[src/rtl/tn_wb_gpio.sv]
// tn_wb_gpio: Wishbone-classic GPIO block with per-pin direction, synchronised
// inputs and per-pin edge interrupts with write-1-to-clear status.
//
// Optional feature macro: TN_GPIO_DEBOUNCE_EN adds a per-pin stable-count debouncer
// between the synchroniser and the edge detector / DATA_IN.
//
// Ports:
//   clk, resetn          clock, asynchronous active-low reset
//   i_wb_adr[4:0]        byte address; [4:2] selects one of eight word registers
//   i_wb_dat/i_wb_sel    write data and byte enables
//   i_wb_we, i_wb_cyc    write strobe, cycle/strobe
//   o_wb_rdt, o_wb_ack   read data (held until next read), single-cycle ack
//   i_gpio               asynchronous pad inputs
//   o_gpio, o_gpio_oe    pad output values (DATA_OUT) and enables (DIR)
//   o_irq                registered level interrupt, |(IRQ_STATUS & IRQ_EN)
//
// Register map (word index): 0 DATA_OUT, 1 DATA_IN, 2 DIR, 3 IRQ_EN,
// 4 IRQ_STATUS (w1c), 5 EDGE_RISE, 6 EDGE_FALL, 7 reserved (reads 0).
module tn_wb_gpio #(
    parameter int unsigned                GPIO_WIDTH      = 3,
    parameter logic [GPIO_WIDTH-1:0]      OUT_RESET       = '0,
    parameter logic [GPIO_WIDTH-1:0]      DIR_RESET       = '1,
    parameter int unsigned                DEBOUNCE_CYCLES = 16
) (
    input  logic                  clk,
    input  logic                  resetn,
    input  logic [4:0]            i_wb_adr,
    input  logic [31:0]           i_wb_dat,
    input  logic [3:0]            i_wb_sel,
    input  logic                  i_wb_we,
    input  logic                  i_wb_cyc,
    output logic [31:0]           o_wb_rdt,
    output logic                  o_wb_ack,
    input  logic [GPIO_WIDTH-1:0] i_gpio,
    output logic [GPIO_WIDTH-1:0] o_gpio,
    output logic [GPIO_WIDTH-1:0] o_gpio_oe,
    output logic                  o_irq
);

    localparam int unsigned W = GPIO_WIDTH;

    logic          ack_q;
    logic          blk_q;
    logic [31:0]   rdt_q;
    logic          irq_q;
    logic [W-1:0]  out_q, out_d;
    logic [W-1:0]  dir_q, dir_d;
    logic [W-1:0]  en_q, en_d;
    logic [W-1:0]  sts_q, sts_d;
    logic [W-1:0]  rise_q, rise_d;
    logic [W-1:0]  fall_q, fall_d;
    logic [W-1:0]  sync1_q, sync_in_q;
    logic [W-1:0]  filt_in;
    logic [W-1:0]  prev_q;
    logic [W-1:0]  hit;

    logic          req, wr, rd;
    logic [2:0]    widx;
    logic [31:0]   bmask;
    logic [W-1:0]  wm, wd;
    logic [W-1:0]  rd_bits;
    logic [31:0]   rd_word;

    // blk_q suppresses any ack for a cycle that was in flight across reset: the master
    // must drop cyc once before a new request is accepted.
    assign req   = i_wb_cyc & ~ack_q & ~blk_q;
    assign wr    = req & i_wb_we;
    assign rd    = req & ~i_wb_we;
    assign widx  = i_wb_adr[4:2];
    assign bmask = {{8{i_wb_sel[3]}}, {8{i_wb_sel[2]}}, {8{i_wb_sel[1]}}, {8{i_wb_sel[0]}}};
    assign wm    = bmask[W-1:0];
    assign wd    = i_wb_dat[W-1:0];

    logic unused_bus;
    assign unused_bus = ^{i_wb_adr[1:0], i_wb_dat, bmask};

    // Input path: two-flop synchroniser, optional debouncer, previous-sample flop.
    always_ff @(posedge clk or negedge resetn) begin
        if (!resetn) begin
            sync1_q   <= '0;
            sync_in_q <= '0;
            prev_q    <= '0;
        end else begin
            sync1_q   <= i_gpio;
            sync_in_q <= sync1_q;
            prev_q    <= filt_in;
        end
    end

`ifdef TN_GPIO_DEBOUNCE_EN
    localparam int unsigned CntW = $clog2(DEBOUNCE_CYCLES);

    logic [CntW-1:0] cnt_q [W];
    logic [W-1:0]    filt_q;

    // Counter runs only while the synchronised input disagrees with the filtered
    // value; any return to agreement restarts it, so short glitches never propagate.
    always_ff @(posedge clk or negedge resetn) begin
        if (!resetn) begin
            filt_q <= '0;
            for (int i = 0; i < int'(W); i++) cnt_q[i] <= '0;
        end else begin
            for (int i = 0; i < int'(W); i++) begin
                if (sync_in_q[i] == filt_q[i]) begin
                    cnt_q[i] <= '0;
                end else if (cnt_q[i] == CntW'(DEBOUNCE_CYCLES - 1)) begin
                    filt_q[i] <= sync_in_q[i];
                    cnt_q[i]  <= '0;
                end else begin
                    cnt_q[i] <= cnt_q[i] + 1'b1;
                end
            end
        end
    end

    assign filt_in = filt_q;
`else
    logic unused_cfg;
    assign unused_cfg = ^DEBOUNCE_CYCLES;
    assign filt_in    = sync_in_q;
`endif

    assign hit = (filt_in & ~prev_q & rise_q) | (~filt_in & prev_q & fall_q);

    // Register next-state: byte-lane merge on write, W1C on status with set priority.
    always_comb begin
        out_d  = out_q;
        dir_d  = dir_q;
        en_d   = en_q;
        rise_d = rise_q;
        fall_d = fall_q;
        sts_d  = sts_q;
        if (wr) begin
            case (widx)
                3'd0:    out_d  = (out_q & ~wm) | (wd & wm);
                3'd2:    dir_d  = (dir_q & ~wm) | (wd & wm);
                3'd3:    en_d   = (en_q & ~wm) | (wd & wm);
                3'd4:    sts_d  = sts_q & ~(wd & wm);
                3'd5:    rise_d = (rise_q & ~wm) | (wd & wm);
                3'd6:    fall_d = (fall_q & ~wm) | (wd & wm);
                default: ;
            endcase
        end
        sts_d = sts_d | hit;
    end

    always_comb begin
        rd_bits = '0;
        case (widx)
            3'd0:    rd_bits = out_q;
            3'd1:    rd_bits = filt_in;
            3'd2:    rd_bits = dir_q;
            3'd3:    rd_bits = en_q;
            3'd4:    rd_bits = sts_q;
            3'd5:    rd_bits = rise_q;
            3'd6:    rd_bits = fall_q;
            default: rd_bits = '0;
        endcase
        rd_word          = '0;
        rd_word[W-1:0]   = rd_bits;
    end

    always_ff @(posedge clk or negedge resetn) begin
        if (!resetn) begin
            ack_q  <= 1'b0;
            blk_q  <= 1'b1;
            rdt_q  <= '0;
            irq_q  <= 1'b0;
            out_q  <= OUT_RESET;
            dir_q  <= DIR_RESET;
            en_q   <= '0;
            sts_q  <= '0;
            rise_q <= '0;
            fall_q <= '0;
        end else begin
            ack_q  <= req;
            blk_q  <= blk_q & i_wb_cyc;
            if (rd) rdt_q <= rd_word;
            irq_q  <= |(sts_q & en_q);
            out_q  <= out_d;
            dir_q  <= dir_d;
            en_q   <= en_d;
            sts_q  <= sts_d;
            rise_q <= rise_d;
            fall_q <= fall_d;
        end
    end

    assign o_wb_ack  = ack_q;
    assign o_wb_rdt  = rdt_q;
    assign o_irq     = irq_q;
    assign o_gpio    = out_q;
    assign o_gpio_oe = dir_q;

endmodule

[config.mk]
export PLATFORM = sky130hd
export DESIGN_NAME = tn_wb_gpio
export DESIGN_NICKNAME = d
export VERILOG_FILES = /design/src/rtl/tn_wb_gpio.sv
export SDC_FILE = /design/constraint.sdc
export NUM_CORES = 1
export LEC_CHECK = 0
export BUFFER_PORTS_ARGS = -buffer_cell sky130_fd_sc_hd__buf_2
export CORE_MARGIN = 2
export CORE_UTILIZATION = 40
export CTS_CLUSTER_SIZE = 12
export DETAILED_ROUTE_END_ITERATION = 10
export PLACE_DENSITY_LB_ADDON = 0.1
export REMOVE_ABC_BUFFERS = 1
export SYNTH_ARGS = -nofsm -noshare
export SYNTH_HDL_FRONTEND = slang
export SYNTH_SLANG_ARGS = --single-unit
[constraint.sdc]
create_clock -name clk -period 1.9 [get_ports clk]
set_clock_uncertainty 0.15 [all_clocks]
set_input_delay 0.095 -clock clk [delete_from_list [all_inputs] [get_ports clk]]
set_output_delay 0.095 -clock clk [all_outputs]
set_load 0.005 [all_outputs]
# Yosys cells after proc, flatten, opt, wreduce, memory -nomap -nowiden
# Index checks and enable logic that the tools add are counted.
[word_totals] out_inout_bits=40 latch_bits=0 mem_count=0 ff_bits=33 romBits=0 mem_bits_rw=0
[classes] n_mul=0 n_shift=0 addsub=0 bitwise=31 n_eq_ne=6 magnitude_cmp=0 muxes=3 n_reduce_logical=7 div_mod_pow=0
[ops] operator="AND 3 bit" count=12
[ops] operator="OR 3 bit" count=7
[ops] operator="case mux 3 bit (7 select lines)" count=1
[ops] operator="NOT 3 bit" count=4
[ops] operator="AND reduction 2 bit" count=5
[ops] operator="equality test 3 bit (second input constant)" count=3
[ops] operator="equality test 3 x 2 -> 1 bit (second input constant)" count=2
[ops] operator="2-to-1 mux 3 bit" count=2
[ops] operator="AND 1 bit" count=5
[ops] operator="equality test 3 x 1 -> 1 bit (second input constant)" count=1
[ops] operator="logical NOT 3 bit" count=1
[ops] operator="NOT 1 bit" count=3
[ops] operator="OR reduction 3 bit" count=1

# Depth between registers and ports, before layout
# Gate-level depths: netlist of the first run.
[logic_depth] word_depth=6 mapped_depth=5 ltp_nobuf=4

# Worst setup path before layout of the first run
# No wires, ideal clock.
[synth_path] kind="register to register" start="reg ack_q, in the netlist o_wb_ack" end="reg (tool-made name)" synth_period_minus_slack_ns=1.982 path_stages_with_launch=5 setup_time_ns=0.125 t_arrival_ns=1.707 path_slack_ns=-0.082 cell_sequence="dfrtp_1 or3b_4 or3_4 nor3_4 mux2_2"
[synth_rtl] element="from (decl)" line="42" rtl="logic ack_q;"
[synth_rtl] element="from (signal assigned)" line="176" rtl="ack_q <= req;"

==> results of run 1 <==
## power breakdown
group | switching, mW | leakage, nW | internal [mW] | total (mW)
logic | 0.136 | 0.497 | 0.183 | 0.318
clock network | 0.242 | 0.0542 | 0.327 | 0.569
registers | 0.0738 | 0.395 | 0.815 | 0.889
## layout make-up
class | instances | share of cell area, %
well taps | 50 | 3.15
clock inverters | 1 | 0.252
multi-input cells | 102 | 37.9
inverters | 2 | 0.378
clock buffers | 7 | 4.85
flip-flops and latches | 33 | 41.9
repair buffers | 36 | 11.6
## stage by stage
step,setup TNS (ns),hold slack (ns),area (um2)
after floorplan,-0.380,-0.351,1550
after global routing,-1.07,0.0796,1980
after detailed placement,-0.790,0.0547,1750
after global placement,-0.633,0.0432,1750
final,-0.552,0.0621,1980
after CTS,-0.628,0.0601,1970
## metal layers
| metal | up-vias | routed length, um | share of wire (%) | GRT usage [%] |
|---|---|---|---|---|
| met1 | 521 | 1470 | 46 | 20.4 |
| met4 | 0 | 69 | 2.2 | 9.56 |
| met3 | 5 | 197 | 6.2 | 3.41 |
| met5 | - | 0 | 0 | 0 |
| li1 | 511 | - | - | - |
| met2 | 47 | 1450 | 46 | 22.4 |
## final timing paths
kind,start,endpoint,slack (ns),cells past startpoint
worst max-delay path,blk_q,flop,-0.11,4
min in group asynchronous,resetn,asynchronous set/reset pin,0.26,2
worst max register to register,blk_q,flop,-0.11,4
max in group asynchronous,resetn,asynchronous set/reset pin,0.87,2
worst min register to register,sync1_q[0],filt_in[0],0.20,0
worst min-delay path,i_wb_we,o_wb_rdt[1],0.06,3
## layout by cell type, fill, tap and decap left out, types with 3 or more instances in the layout
master,count
sky130_fd_sc_hd__nand2_1,11
sky130_fd_sc_hd__dfstp_2,4
sky130_fd_sc_hd__mux2_2,12
sky130_fd_sc_hd__mux2i_1,3
sky130_fd_sc_hd__dfrtp_1,29
sky130_fd_sc_hd__dlygate4sd3_1,8
sky130_fd_sc_hd__nand3b_1,5
sky130_fd_sc_hd__conb_1,29
sky130_fd_sc_hd__mux2_4,10
sky130_fd_sc_hd__a21o_1,3
sky130_fd_sc_hd__buf_2,24
sky130_fd_sc_hd__o21ai_0,3
sky130_fd_sc_hd__buf_4,4
sky130_fd_sc_hd__clkbuf_8,7
## repair_timing
| action | CTS | global route |
|---|---|---|
| setup buffers | 1 | 1 |
| hold endpoints to repair | 49 | 0 |
| endpoints found under the setup margin | 12 | 15 |
| gates resized for setup | 8 | 3 |
| hold buffers | 8 | 0 |
| pin swaps | 2 | 3 |
## kinds of logic (layout without fill, tap and decap cells)
logic type	count (synthesis)	count (layout)	share of synthesized area, %
buffers and inverters	34	46	14.3
other	1	29	0.223
AOI/OAI and AO/OA	15	15	6.49
and+or+nand+nor	33	33	12.9
DFF	33	33	49.5
muxes	25	25	16.6
## critical path: stages, from the launching register on
cell	delay [ns]
sky130_fd_sc_hd__dfstp_2	0.37
sky130_fd_sc_hd__or3b_4	0.39
sky130_fd_sc_hd__or3_4	0.38
sky130_fd_sc_hd__nor3_4	0.28
sky130_fd_sc_hd__mux2_4	0.33
==> results.md, run 1 <==
* Avg Synthesized Cell Area at about 12 um2
* Detail Placement HPWL at 2300 um
* Leakage power total at around 0.95 nW
* Count of synthesis-stage warnings from yosys at 0
* Crit end category: flop
* Wire length of the first global-routing pass at approximately 5000 um
* Kind of start point of the critical path: flop
* Final WS setup at -0.112 ns
* Worst Path Arrival at 2.03 ns
* Post-route clock period utilization at 106%
* Largest fanout on the critical path at 3
* Synth Cell Area at 0.00168 mm2
* Overall Global Routing Usage at 15.3%
* Fin cells at 231
* Largest area contributor in the synthesized netlist: sky130_fd_sc_hd__dfrtp_1
* Clock tree from TritonCTS: yes
* DP Cell Count at 213
* Number of iterations in the first detailed-routing pass at 5
* Number of top-level pins at 88
* Number of diodes added for antenna fixing at 0
* Number of standard cells after synthesis at 141
* Worst setup slack before clock tree synthesis at -0.106 ns
* Iter 0 DRT Violations at 53
* Antenna Violating Nets Remaining at 0
* Number of hold-slack violations in the final timing report at 0
* Outcome: complete, but fails checks
* Clock-pin slew of the registers on the worst-case setup and hold paths at 0.07 ns
* Aggregate routed wire length at 3190 um
* Routed length per instance at 13.8 um
* Count of fill cells added during filler insertion at 381
* Area of the placeable core at just over 0.004 mm2
* Proportion of synthesized flip-flops having asynchronous set or reset at 100%
* Pin count of the biggest net entering global routing at 34
* Area of the multi-input gates at 752 um2
* Final core utilization at 49.3%
* Routed via count at roughly 1100
* Port buffer count at 24
* Library cells used by synthesis at 31
* Max-capacitance violation count at 0
* Part of the Yosys area used for sequential elements at 49.5%
* Post-layout power at between 1.5 and 2 mW
* Overflow left after global routing at 0
* # setup viols final at 9
* Layout cells sized above 1 at a little under two fifths
* Area share of the largest cell type after synthesis at 43.3%
* Total power density per cell area at roughly 900 mW/mm2
* Post-layout net count at 228
* Worst relative slew slack at 51.5%
* Height of the chip at roughly 69 um
* Number of flops mapped to enable cells by yosys at 0
* Vias per Instance at ~4.7
* Layout-stage area growth over the synthesis result at 18.3%
* Area used by sequential logic in the layout at ~830 um2
* Number of buffers added by the clock tree synthesis step at 5
* Sinks on the clock net at 33
* Clock period minus worst slack at a little over 2 ns
* Leading post-synthesis cells by instance count: sky130_fd_sc_hd__buf_4, sky130_fd_sc_hd__dfrtp_1, sky130_fd_sc_hd__mux2_2
* Maximum operating frequency at between 400 and 500 MHz
* Largest cells by area after synthesis: sky130_fd_sc_hd__dfrtp_1, sky130_fd_sc_hd__mux2_2, sky130_fd_sc_hd__buf_4
* RSZ-0062 raised after global routing: true
* Max-slew violation count at 0
* Maximum VDD drop at 0.513 mV
* Clock Path Buffers at 2
* Worst-skew pair later-pin latency at 0.28 ns
* Worst slew pin tran at a little over 0.7 ns
* Required time of the critical path at 1.91 ns
* Post-synthesis sequential element count at 33
* Via count of the first global-routing pass at between 900 and 1000
* Die width at 68.8 um
* Die area at 0.00473 mm2
* Antenna violations before repair at 0
* Setup Crit Path Kind: flop to flop
* Violated checks: negative setup slack
* Min-Delay Path Class: input pin to flop
* Residual DRC count at 0
* Number of placement rows at 23
* Top_reg_cell synth: sky130_fd_sc_hd__dfrtp_1
* Initial core utilization at a little over two fifths
* Clock Root Buffer: sky130_fd_sc_hd__clkbuf_8
* Placer congestion estimate at 0.762
* Number of H-tree levels at 2
No activity file was read; power rests on OpenSTA's default activity.
==> inputs of run 2 (changes only) <==
- SKIP_CTS_REPAIR_TIMING: unset -> 1
==> run 2 against run 1 <==
Against the previous run:
- the run still ends with negative setup slack left
- sequential share of layout area is 0.51 points higher
- largest power group unchanged
- combinational power hardly changed
- non-clock buffer count is 2 lower
- clock power hardly changed
- global-route usage is 0.31 points lower
- worst hold slack worse by 0.059 ns
- wire length is 0.16% higher
- critical path type unchanged
- first-iteration DRC count is 23% lower
- largest cell class unchanged
==> results.md, run 2 (same netlist as run 1, synthesis figures left out) <==
* Worst Path Arrival at ~2 ns
* Routed via count at 1090
* Setup Crit Path Kind: flop to flop
* Leakage power total at 0.931 nW
* Wire length of the first global-routing pass at 4890 um
* Critical path's largest stage delay at 0.39 ns
* Design internal power at roughly 1.3 mW
* Net load switching power at 0.452 mW
* Buf+Inv Stages, Crit Path at 0
* Clock Path Buffers at 2
* Cell type group with the largest total delay on the critical path: simple AND/OR/NAND/NOR gates
* Number of H-tree levels at 2
* Proportion of power drawn by combinational gates at 17.8%
* Fraction of met2 tracks used by global routing at about 22%
* Antenna violations before repair at 0
* Kind of start point of the critical path: flop
* Number of diodes added for antenna fixing at 0
* Clock-pin slew of the registers on the worst-case setup and hold paths at ~0.07 ns
* Number of buffers added by the clock tree synthesis step at 5
* Critical register-to-register path startpoint: blk_q
* Met3 usage at 3.41%
* Placer congestion estimate at ~0.76
* # setup viols final at 12
* Largest fanout on the critical path at 3
* Maximum operating frequency at 497 MHz
* Maximum VDD drop at 0.516 mV
* Max-slew violation count at 0
* Sinks on the clock net at 33
* Layout-stage area growth over the synthesis result at 16.9%
* Critical path, cell by cell: or3b_4, or3_4, nor3_4, mux2_4
* Worst slew pin tran at 0.724 ns
* GRT Max-Usage Layer: met2
* Post-layout power at approximately 1.8 mW
* Number of top-level pins at 88
* Iter 0 DRT Violations at 41
* DP Cell Count at 213
* Min-Delay Path Class: input pin to flop
* Crit end category: flop
* Required time of the critical path at roughly 1.9 ns
* Grt met1 use at 19.7%
* Antenna Violating Nets Remaining at 0
* Worst relative slew slack at ~52%
* Placed standard-cell area at approximately 0.0017 mm2
* Overall Global Routing Usage at 15.0%
* Clock group share of total power at 32.1%
* Final worst hold slack at around 0.003 ns
* Final standard cell area without fillers at 0.00196 mm2
* Reg power frac at about half
* Aggregate routed wire length at 3190 um
* Worst-skew pair later-pin latency at 0.28 ns
* Clock period minus worst slack at around 2 ns
* Max-capacitance violation count at 0
* Clock Root Buffer: sky130_fd_sc_hd__clkbuf_8
* Fin cells at 229
* Post-layout net count at 226
* Number of placement rows at 23
* Overflow left after global routing at 0
* Commonest cells after routing, fill and taps aside: sky130_fd_sc_hd__dfrtp_1, sky130_fd_sc_hd__conb_1, sky130_fd_sc_hd__buf_2
* Die width at 68.8 um
* Number of iterations in the first detailed-routing pass at 4
* Startpoint of the most critical setup path: blk_q
* Outcome: complete, but fails checks
* Post-route clock period utilization at 106%
* Via count of the first global-routing pass at 974
* Routed length per instance at 13.9 um
* Cell with the largest stage delay on the worst path: sky130_fd_sc_hd__or3b_4
* Startpoint of the worst hold path: i_wb_dat[0]
* RSZ-0062 raised after global routing: true
* Switching fraction of total power at 25.5%
* Count of fill cells added during filler insertion at 382
* Pin count of the biggest net entering global routing at 34
* Vias per Instance at between 4 and 5
* Final WS setup at -0.111 ns
* Port buffer count at 24
* Fin Setup TNS at -0.638 ns
* Number of hold-slack violations in the final timing report at 0
* Initial core utilization at 41.6%
* Residual DRC count at 0
* Die area at 0.00473 mm2
* Detail Placement HPWL at around 2300 um
* Layout cells sized above 1 at a little under two fifths
* Total power density per cell area at 905 mW/mm2
* Height of the chip at 68.8 um
* Area of the placeable core at 0.00403 mm2
* Violated checks: negative setup slack
* Clock tree from TritonCTS: yes
-- run 2: cell count changes in the layout (fill, tap and decap cells not counted), sizes merged --
cell	before	now
buf	28	27
dlygate4sd3	8	7
-- run 2: through the flow --
stage / util [%] / worst slack (ns)
3_3_place_gp: 43.4 / -0.0898
3_5_place_dp: 43.4 / -0.106
2_1_floorplan: - / -0.0825
4_1_cts: 45.9 / -0.124
5_1_grt: 48.7 / -0.167
6_report: 48.7 / -0.111
-- run 2: worst register-to-register path, cell delays in order (launching register included) --
cell and delay [ns]:
sky130_fd_sc_hd__dfstp_2 0.37, sky130_fd_sc_hd__or3b_4 0.39, sky130_fd_sc_hd__or3_4 0.38, sky130_fd_sc_hd__nor3_4 0.28, sky130_fd_sc_hd__mux2_4 0.33
-- run 2: power by group through the flow --
stage / clock network, mW / logic (mW) / registers, mW
2_1_floorplan: 0 / 0.162 / 0.885
3_3_place_gp: 0 / 0.283 / 0.894
3_5_place_dp: 0 / 0.289 / 0.901
4_1_cts: 0.595 / 0.289 / 0.888
5_1_grt: 0.629 / 0.353 / 0.902
6_report: 0.570 / 0.315 / 0.889
-- run 2: layout make-up --
cell class,count,area [um2],share of cell area (%)
inverters,2,7.51,0.383
clock buffers,7,96.3,4.91
well taps,50,62.6,3.19
flip-flops and latches,33,831,42.4
repair buffers,34,213,10.8
multi-input cells,102,746,38.0
clock inverters,1,5.00,0.255
-- run 2: path summary, 6_finish.rpt --
kind,endpoint,slack (ns),depth (start not counted)
max,flop,-0.11,4
min,flop,0.003,2
max reg2reg,flop,-0.11,4
min reg2reg,filt_in[0],0.20,0
max in group asynchronous,asynchronous set/reset pin,0.88,2
min in group asynchronous,asynchronous set/reset pin,0.26,2
-- run 2: per-layer routing --
metal	share of wire [%]	wire length [um]	vias to the layer above
li1	-	-	509
met1	45	1440	519
met2	46	1470	57
met3	6.9	220	5
met4	2.1	68	0
met5	0	0	-
==> inputs of run 3 (changes only) <==
- CORE_MARGIN: 2 -> 8
- MAX_ROUTING_LAYER: unset -> met4
- RECOVER_POWER: unset -> 25
==> run 3 against run 2 <==
Against the previous run:
- the run ends with negative hold slack, negative setup slack left
- first-iteration DRC count grew 61%
- critical path depth stayed put
- combinational power up 2%
- via count is 0.37% lower
- largest cell class unchanged
- clock power is 6.5% lower
- final cell count did not move
- core utilization rose by 0.19 points
- sequential cell count is the same
- non-clock buffer count did not move
==> results.md, run 3 (same netlist as run 1, synthesis figures left out) <==
* Outcome: complete, but fails checks
* Violated checks: negative hold slack, negative setup slack
* Number of hold-slack violations in the final timing report at 3
* Detail Placement HPWL at approximately 2700 um
* Clock Path Buffers at 2
* Max-capacitance violation count at 0
* Fin cells at 229
* Crit end category: flop
* Setup Crit Path Kind: flop to flop
* Pin count of the biggest net entering global routing at 34
* Post-layout net count at 226
* Via count of the first global-routing pass at 1082
* Routed length per instance at about 16 um
* Residual DRC count at 0
* Layout-stage area growth over the synthesis result at 17.3%
* Leakage power total at 0.923 nW
* Layout cells sized above 1 at 38.0%
* Height of the chip at 80.8 um
* Placer congestion estimate at between 0.7 and 0.8
* Port buffer count at 24
* Number of diodes added for antenna fixing at 0
* Vias per Instance at between 4 and 5
* Overflow left after global routing at 0
* Largest fanout on the critical path at 3
* Post-route clock period utilization at 106%
* Clock Root Buffer: sky130_fd_sc_hd__clkbuf_8
* Iter 0 DRT Violations at 66
* Clock tree from TritonCTS: yes
* Worst Path Arrival at 2.03 ns
* Number of buffers added by the clock tree synthesis step at 5
* Worst slew pin tran at 0.718 ns
* Antenna Violating Nets Remaining at 0
* Count of fill cells added during filler insertion at 377
* Commonest cells after routing, fill and taps aside: sky130_fd_sc_hd__dfrtp_1, sky130_fd_sc_hd__conb_1, sky130_fd_sc_hd__buf_2
* Wire length of the first global-routing pass at 5550 um
* Die area at 0.00652 mm2
* Antenna violations before repair at 0
* Number of H-tree levels at 2
* Final worst hold slack at -0.0118 ns
* Die width at between 80 and 90 um
* DP Cell Count at 214
* Maximum VDD drop at 0.510 mV
* Initial core utilization at a little over two fifths
* Worst relative slew slack at 52.1%
* Overall Global Routing Usage at 11.7%
* Number of iterations in the first detailed-routing pass at 4
* Number of placement rows at 23
* Worst-skew pair later-pin latency at 0.28 ns
* Number of top-level pins at 88
* Aggregate routed wire length at 3680 um
* Kind of start point of the critical path: flop
* Clock period minus worst slack at 2.01 ns
* # setup viols final at 14
* Area of the placeable core at 0.00403 mm2
* Total power density per cell area at 886 mW/mm2
* Clock-pin slew of the registers on the worst-case setup and hold paths at 0.07 ns
* RSZ-0062 raised after global routing: true
* Max-slew violation count at 0
* Final WS setup at -0.114 ns
* Maximum operating frequency at 496 MHz
* Min-Delay Path Class: input pin to flop
* Required time of the critical path at 1.92 ns
* Sinks on the clock net at 33
* Fin Setup TNS at -0.875 ns
* Routed via count at 1086
run 3: where the power goes:
part | internal, mW | switching (mW) | leakage [nW]
Clock | 0.295 | 0.238 | 0.0455
Sequential | 0.815 | 0.0747 | 0.395
Combinational | 0.173 | 0.146 | 0.482
run 3: path summary, 6_finish.rpt:
check	startpoint	to	slack, ns	cells past startpoint
worst min-delay path	i_wb_dat[0]	sts_q[0]	-0.01	3
worst max-delay path	o_wb_ack	flop	-0.11	4
worst min register to register	sync1_q[2]	filt_in[2]	0.20	0
max in group asynchronous	resetn	asynchronous set/reset pin	0.88	2
min in group asynchronous	resetn	asynchronous set/reset pin	0.25	2
worst max register to register	o_wb_ack	flop	-0.11	4
run 3: area by class of cell:
cell class / instances / area, um2 / area share, %
sequential: 33 / 831 / 42.2
multi-input combinational: 102 / 766 / 38.9
timing repair buffer: 34 / 211 / 10.7
clock buffer: 8 / 90.1 / 4.58
tap: 50 / 62.6 / 3.18
inverter: 2 / 7.51 / 0.381
run 3: layer usage:
metal | wire length, um | up-vias | global-route usage [%]
li1 | - | 504 | -
met3 | 398 | 6 | 3.97
met1 | 1540 | 527 | 13.9
met2 | 1670 | 49 | 17.2
met5 | 0 | - | -
met4 | 65 | 0 | 5.89
run 3: stage by stage:
stage / hold slack (ns) / utilization [%] / power, mW / worst slack [ns] / instance area (um2)
2_1_floorplan: -0.351 / - / 1.05 / -0.0825 / 1550
3_3_place_gp: 0.0441 / 43.6 / 1.18 / -0.0894 / 1760
3_5_place_dp: 0.0510 / 43.6 / 1.20 / -0.108 / 1760
4_1_cts: -0.256 / 45.8 / 1.74 / -0.120 / 1850
5_1_grt: -0.00197 / 48.9 / 1.85 / -0.173 / 1970
6_report: -0.0118 / 48.9 / 1.74 / -0.114 / 1970
run 3: critical path, stage by stage, from the launching register on:
cell                      delay [ns]
sky130_fd_sc_hd__dfrtp_1        0.37
sky130_fd_sc_hd__or3b_4         0.40
sky130_fd_sc_hd__or3_4          0.43
sky130_fd_sc_hd__nor3_4         0.19
sky130_fd_sc_hd__mux2_2         0.35
